`config.mk`:
```
export PLATFORM = sky130hd
export DESIGN_NAME = control_unit_flat
export DESIGN_NICKNAME = d
export VERILOG_FILES = /design/src/rtl/control_unit_if.sv /design/src/rtl/control_unit.sv /design/src/flat_wrapper.sv
export SDC_FILE = /design/constraint.sdc
export NUM_CORES = 1
export LEC_CHECK = 0
export CAP_MARGIN = 20
export CORE_MARGIN = 2
export CORE_UTILIZATION = 30
export DETAILED_ROUTE_END_ITERATION = 6
export GPL_TIMING_DRIVEN = 0
export PLACE_DENSITY = 0.72
export SYNTH_ARGS = -nofsm -noshare
export SYNTH_HDL_FRONTEND = slang
export SYNTH_SLANG_ARGS = --single-unit
```
`constraint.sdc`:
```
create_clock -name clk -period 0.8 [get_ports clk]
set_input_delay 0.08 -clock clk [delete_from_list [all_inputs] [get_ports clk]]
set_output_delay 0.08 -clock clk [all_outputs]
set_load 0.01 [all_outputs]
```
`src/rtl/control_unit_if.sv`:
```
// control_unit_if: instruction in, registered RV32I datapath controls out
interface control_unit_if;
    logic [31:0] instr;
    logic        alu_imm_select;
    logic        alu_pc_select;
    logic        alu_mux1_select;
    logic [1:0]  alu_mux2_select;
    logic [3:0]  alu_op_select;
    logic        w_en_rf;
    logic [1:0]  rf_w_select;
    logic        wr_en_dmem;
    logic [3:0]  rw_mode;
    logic        branch;
    logic        jump;
    modport master (
        output instr,
        input  alu_imm_select, alu_pc_select, alu_mux1_select, alu_mux2_select,
        input  alu_op_select, w_en_rf, rf_w_select, wr_en_dmem, rw_mode, branch, jump
    );
    modport slave (
        input  instr,
        output alu_imm_select, alu_pc_select, alu_mux1_select, alu_mux2_select,
        output alu_op_select, w_en_rf, rf_w_select, wr_en_dmem, rw_mode, branch, jump
    );
endinterface

```
`src/rtl/control_unit.sv`:
```
// control_unit: RV32I main decoder with one-cycle registered control outputs
module control_unit (
    input logic          clk,
    input logic          rst_n,
    control_unit_if.slave bus
);
    typedef struct packed {
        logic       imm;
        logic       pc;
        logic       m1;
        logic [1:0] m2;
        logic [3:0] op;
        logic       wrf;
        logic [1:0] rfs;
        logic       wdm;
        logic [3:0] rw;
        logic       br;
        logic       jp;
    } ctrl_t;
    ctrl_t d, q;
    logic [6:0] opc, f7;
    logic [2:0] f3;
    logic       alt, legal_r;
    logic [3:0] ar_op, cmp_op;
    assign opc = bus.instr[6:0];
    assign f3 = bus.instr[14:12];
    assign f7 = bus.instr[31:25];
    assign alt = f7[5] & (opc == 7'b0110011 || f3 == 3'b101);
    assign legal_r = f7 == 7'b0000000 || (f7 == 7'b0100000 && (f3 == 3'b000 || f3 == 3'b101));
    assign ar_op = f3 == 3'b000 ? {3'b000, alt} :
                   f3 == 3'b001 ? 4'b0010 :
                   f3 == 3'b010 ? 4'b0011 :
                   f3 == 3'b011 ? 4'b0100 :
                   f3 == 3'b100 ? 4'b0101 :
                   f3 == 3'b101 ? {3'b011, alt} :
                   f3 == 3'b110 ? 4'b1000 : 4'b1001;
    assign cmp_op = f3[2] ? {1'b1, f3} : {3'b101, f3[0]};
    always_comb begin
        d = '0;
        case (opc)
            7'b0110011: if (legal_r) begin
                d.op = ar_op;
                d.wrf = 1'b1;
            end
            7'b0010011: begin
                d.imm = 1'b1;
                d.m2 = 2'b01;
                d.op = ar_op;
                d.wrf = 1'b1;
            end
            7'b0000011: if (f3 != 3'b011 && f3 != 3'b110 && f3 != 3'b111) begin
                d.imm = 1'b1;
                d.m2 = 2'b01;
                d.wrf = 1'b1;
                d.rfs = 2'b01;
                d.rw = {1'b1, f3};
            end
            7'b0100011: if (!f3[2] && f3 != 3'b011) begin
                d.imm = 1'b1;
                d.m2 = 2'b01;
                d.wdm = 1'b1;
                d.rw = {1'b1, f3};
            end
            7'b1100011: if (f3[2:1] != 2'b01) begin
                d.imm = 1'b1;
                d.op = cmp_op;
                d.br = 1'b1;
            end
            7'b1101111: begin
                d.imm = 1'b1;
                d.pc = 1'b1;
                d.m2 = 2'b01;
                d.wrf = 1'b1;
                d.rfs = 2'b10;
                d.jp = 1'b1;
            end
            7'b1100111: if (f3 == 3'b000) begin
                d.imm = 1'b1;
                d.m2 = 2'b01;
                d.wrf = 1'b1;
                d.rfs = 2'b10;
                d.jp = 1'b1;
            end
            7'b0110111: begin
                d.imm = 1'b1;
                d.m1 = 1'b1;
                d.m2 = 2'b01;
                d.wrf = 1'b1;
            end
            7'b0010111: begin
                d.imm = 1'b1;
                d.pc = 1'b1;
                d.m2 = 2'b01;
                d.wrf = 1'b1;
            end
            default: d = '0;
        endcase
    end
    always_ff @(posedge clk or negedge rst_n) begin
        if (!rst_n) q <= '0;
        else q <= d;
    end
    assign bus.alu_imm_select = q.imm;
    assign bus.alu_pc_select = q.pc;
    assign bus.alu_mux1_select = q.m1;
    assign bus.alu_mux2_select = q.m2;
    assign bus.alu_op_select = q.op;
    assign bus.w_en_rf = q.wrf;
    assign bus.rf_w_select = q.rfs;
    assign bus.wr_en_dmem = q.wdm;
    assign bus.rw_mode = q.rw;
    assign bus.branch = q.br;
    assign bus.jump = q.jp;
endmodule

```
`src/flat_wrapper.sv`:
```
// flat-port wrapper written by rule: the top's interface ports become plain ports
module control_unit_flat 
  (clk, rst_n, bus_instr, bus_alu_imm_select, bus_alu_pc_select, bus_alu_mux1_select, bus_alu_mux2_select, bus_alu_op_select, bus_w_en_rf, bus_rf_w_select, bus_wr_en_dmem, bus_rw_mode, bus_branch, bus_jump);
  control_unit_if bus_i ();
  input logic clk;
  input logic rst_n;
  input wire logic [$bits(bus_i.instr)-1:0] bus_instr;
  output wire logic [$bits(bus_i.alu_imm_select)-1:0] bus_alu_imm_select;
  output wire logic [$bits(bus_i.alu_pc_select)-1:0] bus_alu_pc_select;
  output wire logic [$bits(bus_i.alu_mux1_select)-1:0] bus_alu_mux1_select;
  output wire logic [$bits(bus_i.alu_mux2_select)-1:0] bus_alu_mux2_select;
  output wire logic [$bits(bus_i.alu_op_select)-1:0] bus_alu_op_select;
  output wire logic [$bits(bus_i.w_en_rf)-1:0] bus_w_en_rf;
  output wire logic [$bits(bus_i.rf_w_select)-1:0] bus_rf_w_select;
  output wire logic [$bits(bus_i.wr_en_dmem)-1:0] bus_wr_en_dmem;
  output wire logic [$bits(bus_i.rw_mode)-1:0] bus_rw_mode;
  output wire logic [$bits(bus_i.branch)-1:0] bus_branch;
  output wire logic [$bits(bus_i.jump)-1:0] bus_jump;
  assign bus_i.instr = bus_instr;
  assign bus_alu_imm_select = bus_i.alu_imm_select;
  assign bus_alu_pc_select = bus_i.alu_pc_select;
  assign bus_alu_mux1_select = bus_i.alu_mux1_select;
  assign bus_alu_mux2_select = bus_i.alu_mux2_select;
  assign bus_alu_op_select = bus_i.alu_op_select;
  assign bus_w_en_rf = bus_i.w_en_rf;
  assign bus_rf_w_select = bus_i.rf_w_select;
  assign bus_wr_en_dmem = bus_i.wr_en_dmem;
  assign bus_rw_mode = bus_i.rw_mode;
  assign bus_branch = bus_i.branch;
  assign bus_jump = bus_i.jump;
  control_unit u_core (.clk(clk), .rst_n(rst_n), .bus(bus_i));
endmodule
```
==> summary.txt, run 1 <==
Synthesis
  • Synth warn: 0
  • Post-Syn Nets: about 130
  • Avg Cell Area, Syn: roughly 11 um2
  • Post-synth top area cell: dfrtp_1
  • Yosys reg bits: 18
  • Largest cells by area after synthesis: dfrtp_1 (48%), ha_1 (5.3%), nand4bb_4 (2.9%)
  • Post-Syn Area: ~950 um2
  • Main flop type after synthesis: dfrtp_1
  • Netlist cell types: 40
  • Yosys top cell area share: approximately 48%
  • Fraction of registers with async set/reset: 100%
  • Seq/Total Area, Yosys: 47.6%
  • Post-synth EDFFs: 0
  • Synth Instances: between 80 and 90

Run status
  • Outcome: finished with violations
  • Failing checks: hold timing, setup timing

Global routing
  • Pin count of the biggest net entering global routing: 19
  • Tot GR Track Use: around 15%
  • Congestion Overflow GR: 0
  • Number of global-route vias before repair: ~900
  • First-pass GRT wire length: between 4000 and 5000 um
  • Initial antenna violation count: 0

Routing
  • Via Count: 949
  • DR vias/cell: 4.94
  • Antenna Violating Nets Remaining: 0
  • Wirelength, routed: roughly 2800 um
  • DRT iter0 DRCs: 28
  • Residual DRC: 0
  • Mean routed wirelength per cell: between 10 and 15 um
  • Drt pass-1 iters: 4

Timing
  • F_max: ~1000 MHz
  • Final setup vio count: 31
  • Post-layout minimum cycle time: roughly 960 ps
  • Hold_ws: -148 ps
  • Slew @ Worst Pin: about 740 ps
  • Final Cycle Share: 120%
  • Unrepaired setup endpoints after global routing: true
  • Final hold vios: 18
  • Relative slew slack: 50.4%
  • Max Slew Vio Count: 0
  • Setup ws final: -159 ps

Setup path
  • Worst EP arrival: between 1000 and 1500 ps
  • Critical Path End Type: flip-flop
  • Req. time, crit path: between 1000 and 1500 ps
  • Critical Path Source Type: input port
  • Worst-path fanout max: 6
  • Kind of critical path: input port to flip-flop

Power
  • Leakage Power: 0.823 nW
  • VDD IR-drop max: 0.464 mV
  • PD cells: about 1100 nW/um2
  • Power Total: ~1.8 mW

Die
  • Die W: roughly 60 um
  • # IOs: 53
  • Core box area: between 3000 and 4000 um2
  • Initial core utilization: a little under a third
  • Die H: 60.2 um
  • Die footprint: roughly 3600 um2
  • Row count: 20

Finish
  • Layout area overhead: 78.6%
  • Final std cell area, no fill: around 1700 um2
  • Fillers: between 200 and 300
  • Fin cells: ~190
  • Most frequent cells in the layout: buf_4 (19), buf_2 (19), dfrtp_1 (18), buf_6 (10)
  • Layout cells sized above 1: 61.5%
  • Nets: about 190
  • Diodes inserted: 0

Place
  • Post-DP Area: around 1400 um2
  • # port buffers: 35
  • Setup WS pre-CTS: -1100 ps
  • DP HPWL: 1670 um
  • Dpl cells: roughly 170
  • RePlAce Congestion: 0.847

Clock network
  • Clock buffer depth: 2
  • Hold_buf cts: 0
  • Clock sink total: 18
  • Clock transition at the registers of the reported paths: roughly 90 ps
  • Num CTS Buffers: 3
  • Root Buffer Master: clkbuf_4
  • CTS tree: done
  • Max H-tree Level: 1

Flow run
  • Max-Cap Viols: 0

Worst hold path
  • HP Class: input port to asynchronous set/reset pin
## Yosys cell counts (2+ instances only)
library cell and instances:
nor2_1 7, o21ai_0 2, dfrtp_1 18, ha_1 4, clkbuf_1 2, nand3b_1 3, buf_4 2, nor4_1 2
nor3_1 4, buf_2 2, or4b_1 2, inv_1 3, nand2_1 7, a21oi_1 5
## registers in the layout (all words and copies together) (netlist names)
register                    flops
u_core.bus.alu_imm_select       1
u_core.bus.w_en_rf              1
u_core.bus.alu_pc_select        1
u_core.bus.branch               1
u_core.bus.rw_mode              4
u_core.bus.wr_en_dmem           1
u_core.bus.alu_mux2_select      1
u_core.bus.rf_w_select          2
u_core.bus.alu_op_select        4
u_core.bus.alu_mux1_select      1
u_core.bus.jump                 1
## worst max-delay path, cell delays in order
cell and delay [ps]:
buf_8 90, nand4bb_4 230, or3_1 340, buf_6 150, and4bb_2 280
## power breakdown
group	switching, mW	internal, mW
logic	0.229	0.241
registers	0.00190	0.917
clock network	0.230	0.174
## through the flow
step	utilization, %	hold slack (ps)	TNS [ps]
after CTS	52.4	62.7	-2840
after global placement	46.0	345	-20430
after global routing	55.8	-84.7	-3150
after detailed placement	46.0	337	-21480
after floorplan	-	-216	-2790
final	55.8	-148	-2120
## layout make-up
type	instances	area, um2	share of cell area, %
multi-input combinational	62	634	37.6
clock buffer	3	22.5	1.33
buffer	6	75.1	4.44
sequential	18	450	26.7
timing repair buffer	56	437	25.9
inverter	3	15.0	0.889
tap	44	55.1	3.26
## path summary, 6_finish.rpt
check                         startpoint                        end  slack [ps]  depth (start not counted)
min in group clk           bus_instr[12]      u_core.bus.rw_mode[0]          70                          3
max in group asynchronous          rst_n      u_core.bus.rw_mode[2]         490                          1
max                         bus_instr[2]      u_core.bus.wr_en_dmem        -160                          5
min                                rst_n  u_core.bus.rf_w_select[0]        -150                          1
## metal layers
metal	share of wire [%]	track usage (%)
met2	51	26.4
met4	2.6	5.71
met1	41	18.8
met5	0	0
met3	5.6	1.08
## cell families (layout without fill, tap and decap cells)
| logic type | count (synthesis) | count (layout) | synth area share [%] |
|---|---|---|---|
| XOR/XNOR | 2 | 2 | 1.85 |
| AND/OR/NAND/NOR | 38 | 38 | 27.4 |
| other | 1 | 1 | 0.396 |
| AO/OA/AOI/OAI | 17 | 17 | 12.8 |
| buffers and inverters | 9 | 68 | 4.63 |
| flip-flops | 18 | 18 | 47.6 |
| adder cells (fa/ha/maj) | 4 | 4 | 5.29 |
## repair_timing
| action | 4_1_cts | 5_1_grt |
|---|---|---|
| gates resized for setup | 151 | 29 |
| pin swaps | 17 | 16 |
| buffers inserted | 16 | 5 |
| endpoints found under the hold margin | 0 | 18 |
| setup endpoints to repair | 36 | 53 |
No activity file was read; power rests on OpenSTA's default activity.
==> run 2, diff against run 1 <==
PLACE_DENSITY = 0.64   (was 0.72)
SKIP_LAST_GASP = 1   (was default)
==> run 2 against run 1 <==
The flow still finishes with violations (hold timing, setup timing). Hold slack worse by 12 ps. Critical path type unchanged. Setup slack improved by 21 ps. Critical path depth increased by 1. First-iteration DRC count shrank 39%. Critical endpoint is now u_core.bus.w_en_rf.
==> summary.txt, run 2 (synthesis results as in run 1) <==
Run status
  • Outcome: finished with violations (unchanged)
  • Failing checks: hold timing, setup timing (unchanged)

Routing
  • Antenna Violating Nets Remaining: 0 (unchanged)
  • Drt pass-1 iters: 4 (unchanged)
  • DRT iter0 DRCs: 17 (was 28)
  • Residual DRC: 0 (unchanged)
  • Mean routed wirelength per cell: 13.6 um (was 14.6 um)
  • Wirelength, routed: 2520 um (was 2810 um)
  • DR vias/cell: 4.85 (was 4.94)
  • Via Count: 898 (was 949)

Setup path
  • Req. time, crit path: 1020 ps (was 1010 ps)
  • Worst EP arrival: 1160 ps (was 1170 ps)
  • Kind of critical path: input port to flip-flop (unchanged)
  • Worst-path fanout max: 5 (was 6)
  • Critical Path Source Type: input port (unchanged)
  • Critical Path End Type: flip-flop (unchanged)

Timing
  • Unrepaired setup endpoints after global routing: true (unchanged)
  • Slew @ Worst Pin: 737 ps (was 743 ps)
  • Final setup vio count: 30 (was 31)
  • Setup ws final: -138 ps (was -159 ps)
  • F_max: 1070 MHz (was 1040 MHz)
  • Final hold vios: 18 (unchanged)
  • Final Cycle Share: 117% (was 120%)
  • Max Slew Vio Count: 0 (unchanged)
  • Hold_ws: -160 ps (was -148 ps)
  • Post-layout minimum cycle time: 938 ps (was 959 ps)
  • Relative slew slack: 50.8% (was 50.4%)

Clock network
  • Clock buffer depth: 2 (unchanged)
  • Hold_buf cts: 0 (unchanged)
  • CTS tree: done (unchanged)
  • Num CTS Buffers: 3 (unchanged)
  • Max H-tree Level: 1 (unchanged)
  • Clock transition at the registers of the reported paths: 90 ps (about the same)
  • Clock sink total: 18 (unchanged)
  • Root Buffer Master: clkbuf_4 (unchanged)

Finish
  • Final std cell area, no fill: 1560 um2 (was 1690 um2)
  • Most common cell after layout, fill and taps aside: buf_2
  • Most frequent cells in the layout: buf_2 (22), dfrtp_1 (18), buf_4 (15), nand2_1 (7) (was buf_4 (19), buf_2 (19), dfrtp_1 (18), buf_6 (10))
  • Nets: 181 (was 188)
  • Diodes inserted: 0 (unchanged)
  • Layout area overhead: 65.1% (was 78.6%)
  • Fin cells: 185 (was 192)
  • Layout cells sized above 1: 54.6% (was 61.5%)
  • Util after Layout: 51.6% (was 55.8%)

Global routing
  • Tot GR Track Use: 15.1% (was 15.0%)
  • Congestion Overflow GR: 0 (unchanged)
  • Global-route met3 utilization: 0.866% (was 1.08%)
  • Pin count of the biggest net entering global routing: 19 (unchanged)
  • Met1 Usage GRT: 16.7% (was 18.8%)
  • M2 GR Usage: 27.6% (was 26.4%)
  • Number of global-route vias before repair: 885 (was 917)
  • Busiest grt layer: met2 (unchanged)
  • First-pass GRT wire length: 3970 um (was 4110 um)
  • Initial antenna violation count: 0 (unchanged)

Die
  • Die H: 60.2 um (unchanged)
  • Die W: 60.2 um (unchanged)
  • Initial core utilization: 31.2% (unchanged)
  • Die footprint: 3620 um2 (unchanged)
  • Core box area: 3030 um2 (unchanged)
  • # IOs: 53 (unchanged)
  • Row count: 20 (unchanged)

Place
  • Post-DP Area: 1390 um2 (unchanged)
  • DP HPWL: 1640 um (was 1670 um)
  • # port buffers: 35 (unchanged)
  • Dpl cells: 168 (unchanged)
  • RePlAce Congestion: 0.791 (was 0.847)

Power
  • PD cells: 1110 nW/um2 (was 1060 nW/um2)
  • Leakage Power: 0.789 nW (was 0.823 nW)
  • VDD IR-drop max: 0.442 mV (was 0.464 mV)

Flow run
  • Max-Cap Viols: 0 (unchanged)

Worst hold path
  • HP Class: input port to asynchronous set/reset pin (unchanged)
## run 2: changes by cell type in the layout (fill, tap and decap cells not counted), sizes merged
cell,previous run,this run
buf,54,47
## run 2: layout make-up
class / count / area, um2
clock buffers: 3 / 22.5
plain buffers: 5 / 63.8
well taps: 44 / 55.1
repair buffers: 50 / 354
fillers: 276 / 1470
flip-flops and latches: 18 / 450
inverters: 3 / 15.0
multi-input cells: 62 / 601
## run 2: worst paths after layout
kind | from | to | cells after the start
max in group asynchronous | rst_n | u_core.bus.alu_op_select[2] | 1
hold / removal | rst_n | u_core.bus.alu_mux2_select[0] | 1
min in group clk | bus_instr[12] | u_core.bus.alu_op_select[0] | 2
setup / recovery | bus_instr[13] | u_core.bus.w_en_rf | 6
## run 2: report_power, final
part / switching, mW / total [mW] / internal (mW)
logic: 0.202 / 0.398 / 0.197
clock network: 0.239 / 0.413 / 0.174
registers: 0.00152 / 0.918 / 0.917
total: 0.442 / 1.73 / 1.29
## run 2: timing repair
item | CTS | global route
hold endpoints to repair | 0 | 18
buffers inserted | 11 | 4
endpoints found under the setup margin | 36 | 53
gates cloned | 0 | 0
pin swaps | 18 | 16
resized for setup | 147 | 20
## run 2: metal layers
metal | vias up | part of all wire [%] | routed length, um
met4 | 0 | 1.1 | 27
met5 | - | 0 | 0
met1 | 429 | 39 | 971
met3 | 2 | 5.5 | 139
li1 | 427 | - | -
met2 | 40 | 55 | 1380
## run 2: per-stage QoR
stage | total power, mW | TNS [ps] | worst slack, ps
2_1_floorplan | 1.08 | -2790 | -301
3_3_place_gp | 1.24 | -20800 | -1100
3_5_place_dp | 1.25 | -22080 | -1140
4_1_cts | 1.70 | -2730 | -197
5_1_grt | 1.83 | -2920 | -158
6_report | 1.73 | -2010 | -138
## run 2: worst max-delay path, stage by stage
cell	delay (ps)
buf_8	100
buf_8	120
or4b_4	540
o2bb2ai_4	150
a21oi_4	80
nand3b_1	90
